--- config.mk ---
export PLATFORM = sky130hd
export DESIGN_NAME = instruction_fetch_flat
export DESIGN_NICKNAME = d
export VERILOG_FILES = /design/src/rtl/instruction_fetch_if.sv /design/src/rtl/instruction_fetch.sv /design/src/flat_wrapper.sv
export SDC_FILE = /design/constraint.sdc
export NUM_CORES = 1
export LEC_CHECK = 0
export BUFFER_PORTS_ARGS = -buffer_cell sky130_fd_sc_hd__buf_2
export CORE_MARGIN = 5
export CORE_UTILIZATION = 39
export DETAILED_ROUTE_END_ITERATION = 8
export PLACE_DENSITY = 0.68
export RECOVER_POWER = 50
export SYNTH_ARGS = -nofsm -noshare
export SYNTH_HDL_FRONTEND = slang
export SYNTH_SLANG_ARGS = --single-unit
export TNS_END_PERCENT = 50
--- constraint.sdc ---
create_clock -name clk -period 1.92 [get_ports clk]
set_input_delay 0.096 -clock clk [delete_from_list [all_inputs] [get_ports clk]]
set_output_delay 0.096 -clock clk [all_outputs]
set_load 0.005 [all_outputs]
--- src/rtl/instruction_fetch_if.sv ---
// Bus between the fetch stage, its program ROM, the execute-stage redirect and the decoder.
// The fetch stage connects through the master modport.
interface instruction_fetch_if #(
  parameter int ADDR_WIDTH  = 8,
  parameter int COUNT_WIDTH = 16
);
  logic                   en;
  logic                   mem_en;
  logic [ADDR_WIDTH-1:0]  mem_addr;
  logic [7:0]             mem_rdata;
  logic                   jump_valid;
  logic [ADDR_WIDTH-1:0]  jump_addr;
  logic [7:0]             instr_out;
  logic [ADDR_WIDTH-1:0]  instr_pc;
  logic                   instr_valid;
  logic                   instr_ready;
  logic [COUNT_WIDTH-1:0] accept_count;

  modport master (
    input  en, mem_rdata, jump_valid, jump_addr, instr_ready,
    output mem_en, mem_addr, instr_out, instr_pc, instr_valid, accept_count
  );

  modport slave (
    output en, mem_rdata, jump_valid, jump_addr, instr_ready,
    input  mem_en, mem_addr, instr_out, instr_pc, instr_valid, accept_count
  );
endinterface

--- src/rtl/instruction_fetch.sv ---
// Fetch stage: owns the PC, reads a one-cycle-latency ROM, holds the instruction for the
// decoder handshake, and services jump redirects that flush any in-flight or held instruction.
module instruction_fetch #(
  parameter int                   ADDR_WIDTH  = 8,
  parameter logic [ADDR_WIDTH-1:0] RESET_PC   = '0,
  parameter int                   COUNT_WIDTH = 16
) (
  input  logic                  clk,
  input  logic                  rst,
  instruction_fetch_if.master   bus
);

  typedef enum logic [1:0] {IDLE, FETCH, DATA, HOLD} state_e;

  state_e                 state_q, state_d;
  logic [ADDR_WIDTH-1:0]  pc_q, pc_d;
  logic [7:0]             instrOut_q, instrOut_d;
  logic [ADDR_WIDTH-1:0]  instrPc_q, instrPc_d;
  logic                   instrValid_q, instrValid_d;
  logic [COUNT_WIDTH-1:0] acceptCount_q, acceptCount_d;

  always_ff @(posedge clk) begin
    if (rst) begin
      state_q <= IDLE;
    end else begin
      state_q <= state_d;
    end
  end

  // A redirect overrides every other transition; en only gates the start of a new fetch.
  always_comb begin
    state_d = state_q;
    if (bus.jump_valid) begin
      state_d = bus.en ? FETCH : IDLE;
    end else begin
      case (state_q)
        IDLE:    if (bus.en) state_d = FETCH;
        FETCH:   state_d = DATA;
        DATA:    state_d = HOLD;
        HOLD:    if (bus.instr_ready) state_d = bus.en ? FETCH : IDLE;
        default: state_d = IDLE;
      endcase
    end
  end

  always_comb begin
    bus.mem_en   = (state_q == FETCH);
    bus.mem_addr = pc_q;
  end

  // Datapath next-state; a jump suppresses both capture and the handshake count.
  always_comb begin
    pc_d          = pc_q;
    instrOut_d    = instrOut_q;
    instrPc_d     = instrPc_q;
    instrValid_d  = instrValid_q;
    acceptCount_d = acceptCount_q;
    if (bus.jump_valid) begin
      pc_d         = bus.jump_addr;
      instrValid_d = 1'b0;
    end else begin
      case (state_q)
        DATA: begin
          instrOut_d   = bus.mem_rdata;
          instrPc_d    = pc_q;
          pc_d         = pc_q + ADDR_WIDTH'(1);
          instrValid_d = 1'b1;
        end
        HOLD: begin
          if (bus.instr_ready) begin
            instrValid_d  = 1'b0;
            acceptCount_d = acceptCount_q + COUNT_WIDTH'(1);
          end
        end
        default: ;
      endcase
    end
  end

  always_ff @(posedge clk) begin
    if (rst) begin
      pc_q          <= RESET_PC;
      instrOut_q    <= '0;
      instrPc_q     <= '0;
      instrValid_q  <= 1'b0;
      acceptCount_q <= '0;
    end else begin
      pc_q          <= pc_d;
      instrOut_q    <= instrOut_d;
      instrPc_q     <= instrPc_d;
      instrValid_q  <= instrValid_d;
      acceptCount_q <= acceptCount_d;
    end
  end

  assign bus.instr_out    = instrOut_q;
  assign bus.instr_pc     = instrPc_q;
  assign bus.instr_valid  = instrValid_q;
  assign bus.accept_count = acceptCount_q;

endmodule

--- src/flat_wrapper.sv ---
// flat-port wrapper written by rule: the top's interface ports become plain ports
module instruction_fetch_flat 
#(
  parameter int                   ADDR_WIDTH  = 8,
  parameter logic [ADDR_WIDTH-1:0] RESET_PC   = '0,
  parameter int                   COUNT_WIDTH = 16
)
  (clk, rst, bus_en, bus_mem_rdata, bus_jump_valid, bus_jump_addr, bus_instr_ready, bus_mem_en, bus_mem_addr, bus_instr_out, bus_instr_pc, bus_instr_valid, bus_accept_count);
  instruction_fetch_if #(.ADDR_WIDTH(ADDR_WIDTH), .COUNT_WIDTH(COUNT_WIDTH)) bus_i ();
  input  logic clk;
  input  logic rst;
  input wire logic [$bits(bus_i.en)-1:0] bus_en;
  input wire logic [$bits(bus_i.mem_rdata)-1:0] bus_mem_rdata;
  input wire logic [$bits(bus_i.jump_valid)-1:0] bus_jump_valid;
  input wire logic [$bits(bus_i.jump_addr)-1:0] bus_jump_addr;
  input wire logic [$bits(bus_i.instr_ready)-1:0] bus_instr_ready;
  output wire logic [$bits(bus_i.mem_en)-1:0] bus_mem_en;
  output wire logic [$bits(bus_i.mem_addr)-1:0] bus_mem_addr;
  output wire logic [$bits(bus_i.instr_out)-1:0] bus_instr_out;
  output wire logic [$bits(bus_i.instr_pc)-1:0] bus_instr_pc;
  output wire logic [$bits(bus_i.instr_valid)-1:0] bus_instr_valid;
  output wire logic [$bits(bus_i.accept_count)-1:0] bus_accept_count;
  assign bus_i.en = bus_en;
  assign bus_i.mem_rdata = bus_mem_rdata;
  assign bus_i.jump_valid = bus_jump_valid;
  assign bus_i.jump_addr = bus_jump_addr;
  assign bus_i.instr_ready = bus_instr_ready;
  assign bus_mem_en = bus_i.mem_en;
  assign bus_mem_addr = bus_i.mem_addr;
  assign bus_instr_out = bus_i.instr_out;
  assign bus_instr_pc = bus_i.instr_pc;
  assign bus_instr_valid = bus_i.instr_valid;
  assign bus_accept_count = bus_i.accept_count;
  instruction_fetch #(.ADDR_WIDTH(ADDR_WIDTH), .RESET_PC(RESET_PC), .COUNT_WIDTH(COUNT_WIDTH)) u_core (.clk(clk), .rst(rst), .bus(bus_i));
endmodule
* After elaboration in Yosys (flattened, before gate mapping)
Index checks and enable logic that the tools add are counted.
Storage, ports and cells: output and inout bits 42, memories 0, flip-flop bits (word level) 43, latch bits 0, input port bits 21, bits in writable memories 0, bits in read-only memories 0, logic and storage cells 32
Cells by class: $add $sub $neg 2, bitwise operators 1, magnitude comparators 0, equal/unequal tests 6, shift-type cells 0, multiplexer cells 9, multipliers 0, reductions and logical operators 8, div/mod/pow operators 0
Operators by type and width (count):
- adder 16 x 1 -> 16 bit (second input constant) | 1
- two-way mux 8 bit | 2
- adder 8 x 1 -> 8 bit (second input constant) | 1
- case mux 2 bit (4 select lines) | 1
- two-way mux 2 bit | 3
- inequality test 3 bit (second input constant) | 2
- AND reduction 2 bit | 3
- equality test 2 bit (second input constant) | 2
- nonzero test 2 bit | 2
- AND reduction 3 bit | 1
- equality test 2 x 1 -> 1 bit (second input constant) | 1
- logical NOT 2 bit | 1
- two-way mux 1 bit | 2
- inequality test 2 bit (second input constant) | 1
- case mux 1 bit (2 select lines) | 1
- OR reduction 2 bit | 1
- NOT 1 bit | 1

* Logic depth before layout (Yosys ltp)
Gate-level depths: netlist of run 1.
word-level depth 4, depth in mapped cells 8, mapped depth without buffers 6

* Least setup slack after synthesis of run 1
OpenSTA, ideal clock, no wires.
kind register to register, start point reg u_core.state_q[0], end point reg u_core.acceptCount_q[12] (netlist: u_core.bus.accept_count[12]), clock period less this slack 1758 ps, arrival time 1687 ps, path buffers 1, path slack 162 ps, setup time 70 ps, stages on the path, launching flop included 7, required time 1850 ps, cells stage by stage dfxtp_1 > ha_1 > and4b_1 > buf_2 > nand2_1 > or4_1 > a21oi_1
Between the ends: longest elaborated chain between the ends 2
RTL lines:
- start: declaration | line instruction_fetch.sv:15 | state_e state_q, state_d;
- start signal: assignment | line instruction_fetch.sv:26 | state_q <= state_d;
- equality test 2 bit | line instruction_fetch.sv:62 | case (state_q)
- AND reduction 3 bit (no source line)
- end signal: assignment | line instruction_fetch.sv:92 | acceptCount_q <= acceptCount_d;
- end: declaration | line instruction_fetch.sv:20 | logic [COUNT_WIDTH-1:0] acceptCount_q, acceptCount_d;
Every way passes these cells. A chain may end at the register's enable or synchronous reset.

* Worst setup path in the final report of run 1
start point reg u_core.state_q[0], end point reg u_core.acceptCount_q[15] (netlist: u_core.bus.accept_count[15])
The elaborated chain is that of the path after synthesis.

==> metrics.md, run 1 <==
| Metric | Value |
|---|---|
| Layout cells sized above 1 | 21.6% |
| Maximum root-to-sink buffer count | 2 |
| Post-CTS resize count | 0 |
| Clock slew at reported path FFs | about 80 ps |
| Clock skew | 3.82 ps |
| F_max | 0.564 GHz |
| Seq/Total Area, Yosys | roughly 45% |
| Mapped Area | 0.00193 mm² |
| R2R cell count | 5 |
| CP max-delay cell | dfxtp_1 |
| Hold WC Path Type | input port to flop |
| Dpl hpwl | 3370 µm |
| Number of nets with antenna violations after routing | 0 |
| Ant diodes | 0 |
| NumNets Final | approximately 330 |
| CP arrival | approximately 2000 ps |
| Fin crit share | 92.3% |
| PD cells | 673 mW/mm² |
| Reg2Reg Launch Point | u_core.state_q[0] |
| Setup CP Type | flop to flop |
| Sw Pwr | around 400 µW |
| Post-route insts no fill | between 300 and 400 |
| Maxcap violations | 0 |
| Worst Hold Endpoint | u_core.bus.instr_out[1] |
| Mapped Nets | 263 |
| Skew-Pair Late Insertion Delay | 300 ps |
| CTS tree | built |
| P&R area growth vs syn | 24.7% |
| Hold Buf Count CTS | 0 |
| GRT Overall Usage | 15.0% |
| Die ar. | 0.00644 mm² |
| Seq pwr share | 57.5% |
| CTS root buffer | clkbuf_8 |
| DRT Pass-1 Iters | 4 |
| Setup violations, final | 0 |
| Row cnt | 25 |
| Type of origin of the critical path | flop |
| Clk pwr share | 35.1% |
| Inst Count DP | 360 |
| Dpl ws | 37.9 ps |
| Fin crit period | 1770 ps |
| Via density | ~5.0 |
| Tightest Pin Transition | around 800 ps |
| Hold Path Depth | 3 |
| DP Area | 0.00234 mm² |
| VDD IR-drop max | around 0.41 mV |
| Crit end category | flop |
| Num CTS Buffers | 5 |
| FF-to-FF End | u_core.bus.accept_count[15] |
| Slew HR | 46.5% |
| Final Hold Viols | 0 |
| H-tree depth | 2 |
| Width of the chip | 80.3 µm |
| Initial antenna violation count | 0 |
| Routability cong. | 0.746 |
| Warnings from Yosys | 0 |
| Largest net degree at the start of global routing | 44 |
| First-pass GRT wire length | 7550 µm |
| Layout Cell Area excl Fill | 0.00240 mm² |
| Leakage | 0.000943 µW |
| Via count | 1840 |
| Post-CTS Setup Inserts | 0 |
| Distinct cells, synth | 34 |
| CP Cell Sequence | ha_4 > nand4b_1 > or4_4 > or3_1 > a21oi_1 |
| Pins Over Slew Limit | 0 |
| Share of total power in combinational logic | 7.4% |
| Syn_area_per_cell | around 8.2 µm² |
| DRT iter0 DRCs | 68 |
| Residual DRC count | 0 |
| Num ports | 63 |
| Vias in the first global route | 1675 |
| CP peak stage delay | ~450 ps |
| Status | completed |
| Flop-to-flop setup slack | about 150 ps |
| Synth Instances | roughly 240 |
| Drt total wl | 4670 µm |
| Overall Power | 1610 µW |
| Worst Hold Launch | bus_mem_rdata[1] |
| Initial core utilization | 40.5% |
| Crit-path max FO | 8 |
| Count of input and output buffers | 62 |
| Routed wire length per instance | 12.7 µm |
| Fillers | approximately 480 |
| Yosys reg bits | 43 |
| DIE HEIGHT | between 80 and 90 µm |
| Core box area | 0.00475 mm² |
| Final setup TNS | 0 ps |
| Switching share of total power | 24.8% |
| Final worst-path setup slack | 148 ps |
| GR Overflow Total | 0 |
| Clock sinks | 43 |
| RSZ-0062 raised after global routing | false |
| Req. time, crit path | 2140 ps |
| Internal Pwr Total | 1220 µW |
through the flow:
| step | utilization, % | hold slack, ps |
|---|---|---|
| CTS | 51.0 | 18.4 |
| global placement | 49.2 | 340 |
| finish | 50.5 | 27.2 |
| global route | 50.5 | 24.8 |
| floorplan | - | 232 |
| detailed placement | 49.2 | 345 |
cells in the mapped netlist (all sizes together):
| master | count | area [µm²] |
|---|---|---|
| nand2 | 48 | 180 |
| dfxtp | 43 | 861 |
| a21oi | 32 | 160 |
| nor2 | 15 | 56.3 |
| clkbuf | 10 | 37.5 |
| xor2 | 8 | 70.1 |
| ha | 7 | 87.6 |
| nand4 | 7 | 50.1 |
| o21ai | 7 | 35.0 |
| or3 | 7 | 43.8 |
| inv | 6 | 22.5 |
| nand3 | 6 | 30.0 |
| xnor2 | 5 | 43.8 |
| buf | 4 | 18.8 |
| nor3 | 4 | 20.0 |
| or4 | 4 | 33.8 |
| a211oi | 2 | 15.0 |
| a311oi | 2 | 17.5 |
| and3 | 2 | 13.8 |
| mux2i | 2 | 20.0 |
| nand2b | 2 | 12.5 |
| nor2b | 2 | 12.5 |
| o31ai | 2 | 15.0 |
| or2 | 2 | 12.5 |
| a311o | 1 | 10.0 |
| a31oi | 1 | 6.26 |
| and4 | 1 | 10.0 |
| and4b | 1 | 10.0 |
| nand3b | 1 | 11.3 |
| nand4b | 1 | 8.76 |
worst max-delay path by stage:
stage | from | end
after global routing | u_core.state_q[0] | u_core.bus.accept_count[15]
after floorplan | u_core.state_q[0] | u_core.bus.accept_count[12]
after CTS | u_core.state_q[0] | u_core.bus.accept_count[15]
final | u_core.state_q[0] | u_core.bus.accept_count[15]
after global placement | u_core.state_q[0] | u_core.bus.accept_count[15]
after detailed placement | u_core.state_q[0] | u_core.bus.accept_count[15]
final cells by class:
| type | instances | area, µm² | share of cell area (%) |
|---|---|---|---|
| multi-input combinational | 172 | 998 | 41.6 |
| tap | 67 | 83.8 | 3.49 |
| sequential | 43 | 861 | 35.9 |
| clock buffer | 6 | 72.6 | 3.02 |
| inverter | 6 | 22.5 | 0.938 |
| timing repair buffer | 72 | 350 | 14.6 |
| clock inverter | 2 | 12.5 | 0.521 |
critical path: cells and delay by family (launching register included):
| family | cells | cell delay [ps] |
|---|---|---|
| adders and majority gates | 1 | 220 |
| AOI/OAI and AO/OA | 1 | 140 |
| DFF | 1 | 450 |
| and+or+nand+nor | 3 | 900 |
placed cells by master, fill, tap and decap left out, drive strengths merged, types with 4 or more instances in the layout:
master	n
nand2	48
a21oi	32
or4	4
nor3	4
nor2	15
or3	7
ha	7
clkbuf	25
xnor2	5
nand3	6
dfxtp	43
buf	53
inv	6
xor2	8
o21ai	7
nand4	7
metal layers:
metal	GRT usage [%]	wire (µm)
met1	18.3	2140
met2	24.8	2160
met3	4.37	304
met4	5.57	62
met5	0	0
power by group through the flow:
stage	sequential [µW]	combinational [µW]	clock [µW]
after floorplan	946	67.0	0
after global placement	948	121	0
after detailed placement	948	121	0
after CTS	927	122	592
after global routing	932	136	628
final	928	119	567
logic make-up (layout without fill, tap and decap cells):
| group | after synthesis | count (layout) | synth area share [%] |
|---|---|---|---|
| AND/OR/NAND/NOR | 103 | 103 | 26.3 |
| AO/OA/AOI/OAI | 47 | 47 | 13.4 |
| adder cells (fa/ha/maj) | 7 | 7 | 4.55 |
| XOR/XNOR | 13 | 13 | 5.91 |
| flip-flops | 43 | 43 | 44.7 |
| buffers and inverters | 20 | 86 | 4.09 |
| multiplexers | 2 | 2 | 1.04 |
registers in the layout, summed over array words and instances (netlist names):
register                 cells
u_core.bus.accept_count     16
u_core.bus.instr_out         8
u_core.bus.instr_pc          8
u_core.bus.instr_valid       1
u_core.bus.mem_addr          8
u_core.state_q               2
No activity file was read; power rests on OpenSTA's default activity.
==> inputs of run 2 (changes only) <==
--- a/config.mk
+++ b/config.mk
@@ -7,9 +7,9 @@
 export LEC_CHECK = 0
 export BUFFER_PORTS_ARGS = -buffer_cell sky130_fd_sc_hd__buf_2
 export CORE_MARGIN = 5
-export CORE_UTILIZATION = 39
+export CORE_UTILIZATION = 50
 export DETAILED_ROUTE_END_ITERATION = 8
-export PLACE_DENSITY = 0.68
+export PLACE_DENSITY = 0.83
 export RECOVER_POWER = 50
 export SYNTH_ARGS = -nofsm -noshare
 export SYNTH_HDL_FRONTEND = slang
==> run 2 against run 1 <==
Compared with the run above:
- critical path depth unchanged
- maximum frequency decreased by 0.77%
- final cell count decreased by 6.0%
- largest power group unchanged
- first-iteration DRC count increased by 29%
==> metrics.md, run 2 (same netlist as run 1, synthesis figures left out) <==
| Metric | Value |
|---|---|
| RSZ-0062 raised after global routing | false |
| P&R area growth vs syn | 21.4% |
| GR Overflow Total | 0 (unchanged) |
| Clock sinks | 43 (unchanged) |
| Req. time, crit path | 2140 ps (about the same) |
| Residual DRC count | 0 (unchanged) |
| Via count | 1828 (-0.65%) |
| Largest net degree at the start of global routing | 44 (unchanged) |
| CP arrival | 2000 ps (about the same) |
| Overall Power | 1590 µW (-1.5%) |
| Skew-Pair Late Insertion Delay | 290 ps (about the same) |
| H-tree depth | 2 (unchanged) |
| Commonest non-fill, non-tap cells in the layout | 48 x nand2_1, 43 x dfxtp_1, 39 x buf_2 |
| Number of flip-flops in the largest register | 16 (unchanged) |
| Drt total wl | 4570 µm (-2.1%) |
| Routed wire length per instance | 13.2 µm (+4.2%) |
| Layout cells sized above 1 | 18.5% (-3.1 points) |
| Post-CTS resize count | 0 (unchanged) |
| Routability cong. | 0.790 (+5.8%) |
| Hold Buf Count CTS | 0 (unchanged) |
| Fillers | 360 (-26%) |
| Initial antenna violation count | 0 (unchanged) |
| Num ports | 63 (unchanged) |
| Type of origin of the critical path | flop |
| Initial core utilization | 52.2% (+12 points) |
| VDD IR-drop max | 0.425 mV (+2.4%) |
| GRT Overall Usage | 18.5% (+3.5 points) |
| Dpl hpwl | 3390 µm (+0.68%) |
| DRT Pass-1 Iters | 4 (unchanged) |
| Ant diodes | 0 (unchanged) |
| Post-route insts no fill | 346 (-6.0%) |
| Maximum root-to-sink buffer count | 2 (unchanged) |
| CTS root buffer | clkbuf_8 |
| Count of input and output buffers | 62 (unchanged) |
| Slew HR | 49.0% (+2.5 points) |
| Pins Over Slew Limit | 0 (unchanged) |
| PD cells | 680 mW/mm² (+1.2%) |
| Die ar. | 0.00519 mm² (-19%) |
| Fin crit share | 93.0% (+0.72 points) |
| Crit end category | flop |
| Row cnt | 22 (-12%) |
| Setup violations, final | 0 (unchanged) |
| Commonest non-fill, non-tap cell in the layout | nand2_1 |
| Clock slew at reported path FFs | 80 ps (about the same) |
| Post-CTS Setup Inserts | 0 (unchanged) |
| Via density | 5.28 (+5.7%) |
| Core box area | 0.00369 mm² (-22%) |
| Status | completed |
| Maxcap violations | 0 (unchanged) |
| Fin crit period | 1790 ps (+13.8 ps) |
| Tightest Pin Transition | 765 ps (-37.1 ps) |
| Final Hold Viols | 0 (unchanged) |
| Crit-path max FO | 5 (-3) |
| Num CTS Buffers | 5 (unchanged) |
| Vias in the first global route | 1744 (+4.1%) |
| Width of the chip | 72.1 µm (-10%) |
| CTS tree | built |
| DRT iter0 DRCs | 88 (+29%) |
| DIE HEIGHT | 72.1 µm (-10%) |
| Clock skew | 4.10 ps (+0.279 ps) |
| Inst Count DP | 338 (-6.1%) |
| Hold_ws | 40.3 ps (+13.0 ps) |
| NumNets Final | 325 (-0.91%) |
| F_max | 0.560 GHz (-0.77%) |
| Hold WC Path Type | input port to flop |
| Final setup TNS | 0 ps (unchanged) |
| Number of nets with antenna violations after routing | 0 (unchanged) |
| Leakage | 0.000909 µW (-3.6%) |
| Setup CP Type | flop to flop |
| First-pass GRT wire length | 7700 µm (+2.0%) |
## run 2: final timing paths
| check | start | slack, ps | cells past startpoint | endpoint |
|---|---|---|---|---|
| hold reg to reg | u_core.bus.instr_pc[0] | 460 | 2 | u_core.bus.instr_pc[0] |
| setup reg to reg | u_core.state_q[0] | 130 | 5 | u_core.bus.accept_count[15] |
| hold / removal | bus_mem_rdata[6] | 40 | 3 | u_core.bus.instr_out[6] |
| setup / recovery | u_core.state_q[0] | 130 | 5 | u_core.bus.accept_count[15] |
## run 2: per-stage QoR
stage | instance area (µm²) | utilization (%) | worst slack (ps)
2_1_floorplan | 1930 | - | 162
3_3_place_gp | 2290 | 62.1 | 222
3_5_place_dp | 2290 | 62.1 | 135
4_1_cts | 2370 | 64.3 | 128
5_1_grt | 2340 | 63.4 | 24.9
6_report | 2340 | 63.4 | 134
## run 2: report_power, final
part / switching (µW) / internal, µW
Sequential: 19.8 / 908
Clock: 288 / 255
Combinational: 66.2 / 52.9
Total: 374 / 1220
## run 2: per-layer routing
layer / up-vias / global-route usage, % / part of all wire (%)
li1: 933 / - / -
met4: 0 / 6.68 / 1.2
met3: 8 / 6.09 / 7.4
met1: 828 / 22.1 / 44
met5: - / 0 / 0
met2: 59 / 30.8 / 48
## run 2: critical path, cell delays in order, from the launching register on
cell and delay, ps:
dfxtp_1 410, ha_1 250, nand4b_1 120, or4_4 440, or3_1 350, a21oi_1 140
## run 2: cell type report
cell class / instances / area, µm² / share of cell area [%]
Multi-Input combinational cell: 172 / 986 / 42.2
Sequential cell: 43 / 861 / 36.8
Timing Repair Buffer: 69 / 327 / 14.0
Clock buffer: 7 / 76.3 / 3.27
Tap cell: 48 / 60.1 / 2.57
Inverter: 6 / 22.5 / 0.964
Clock inverter: 1 / 5.00 / 0.214
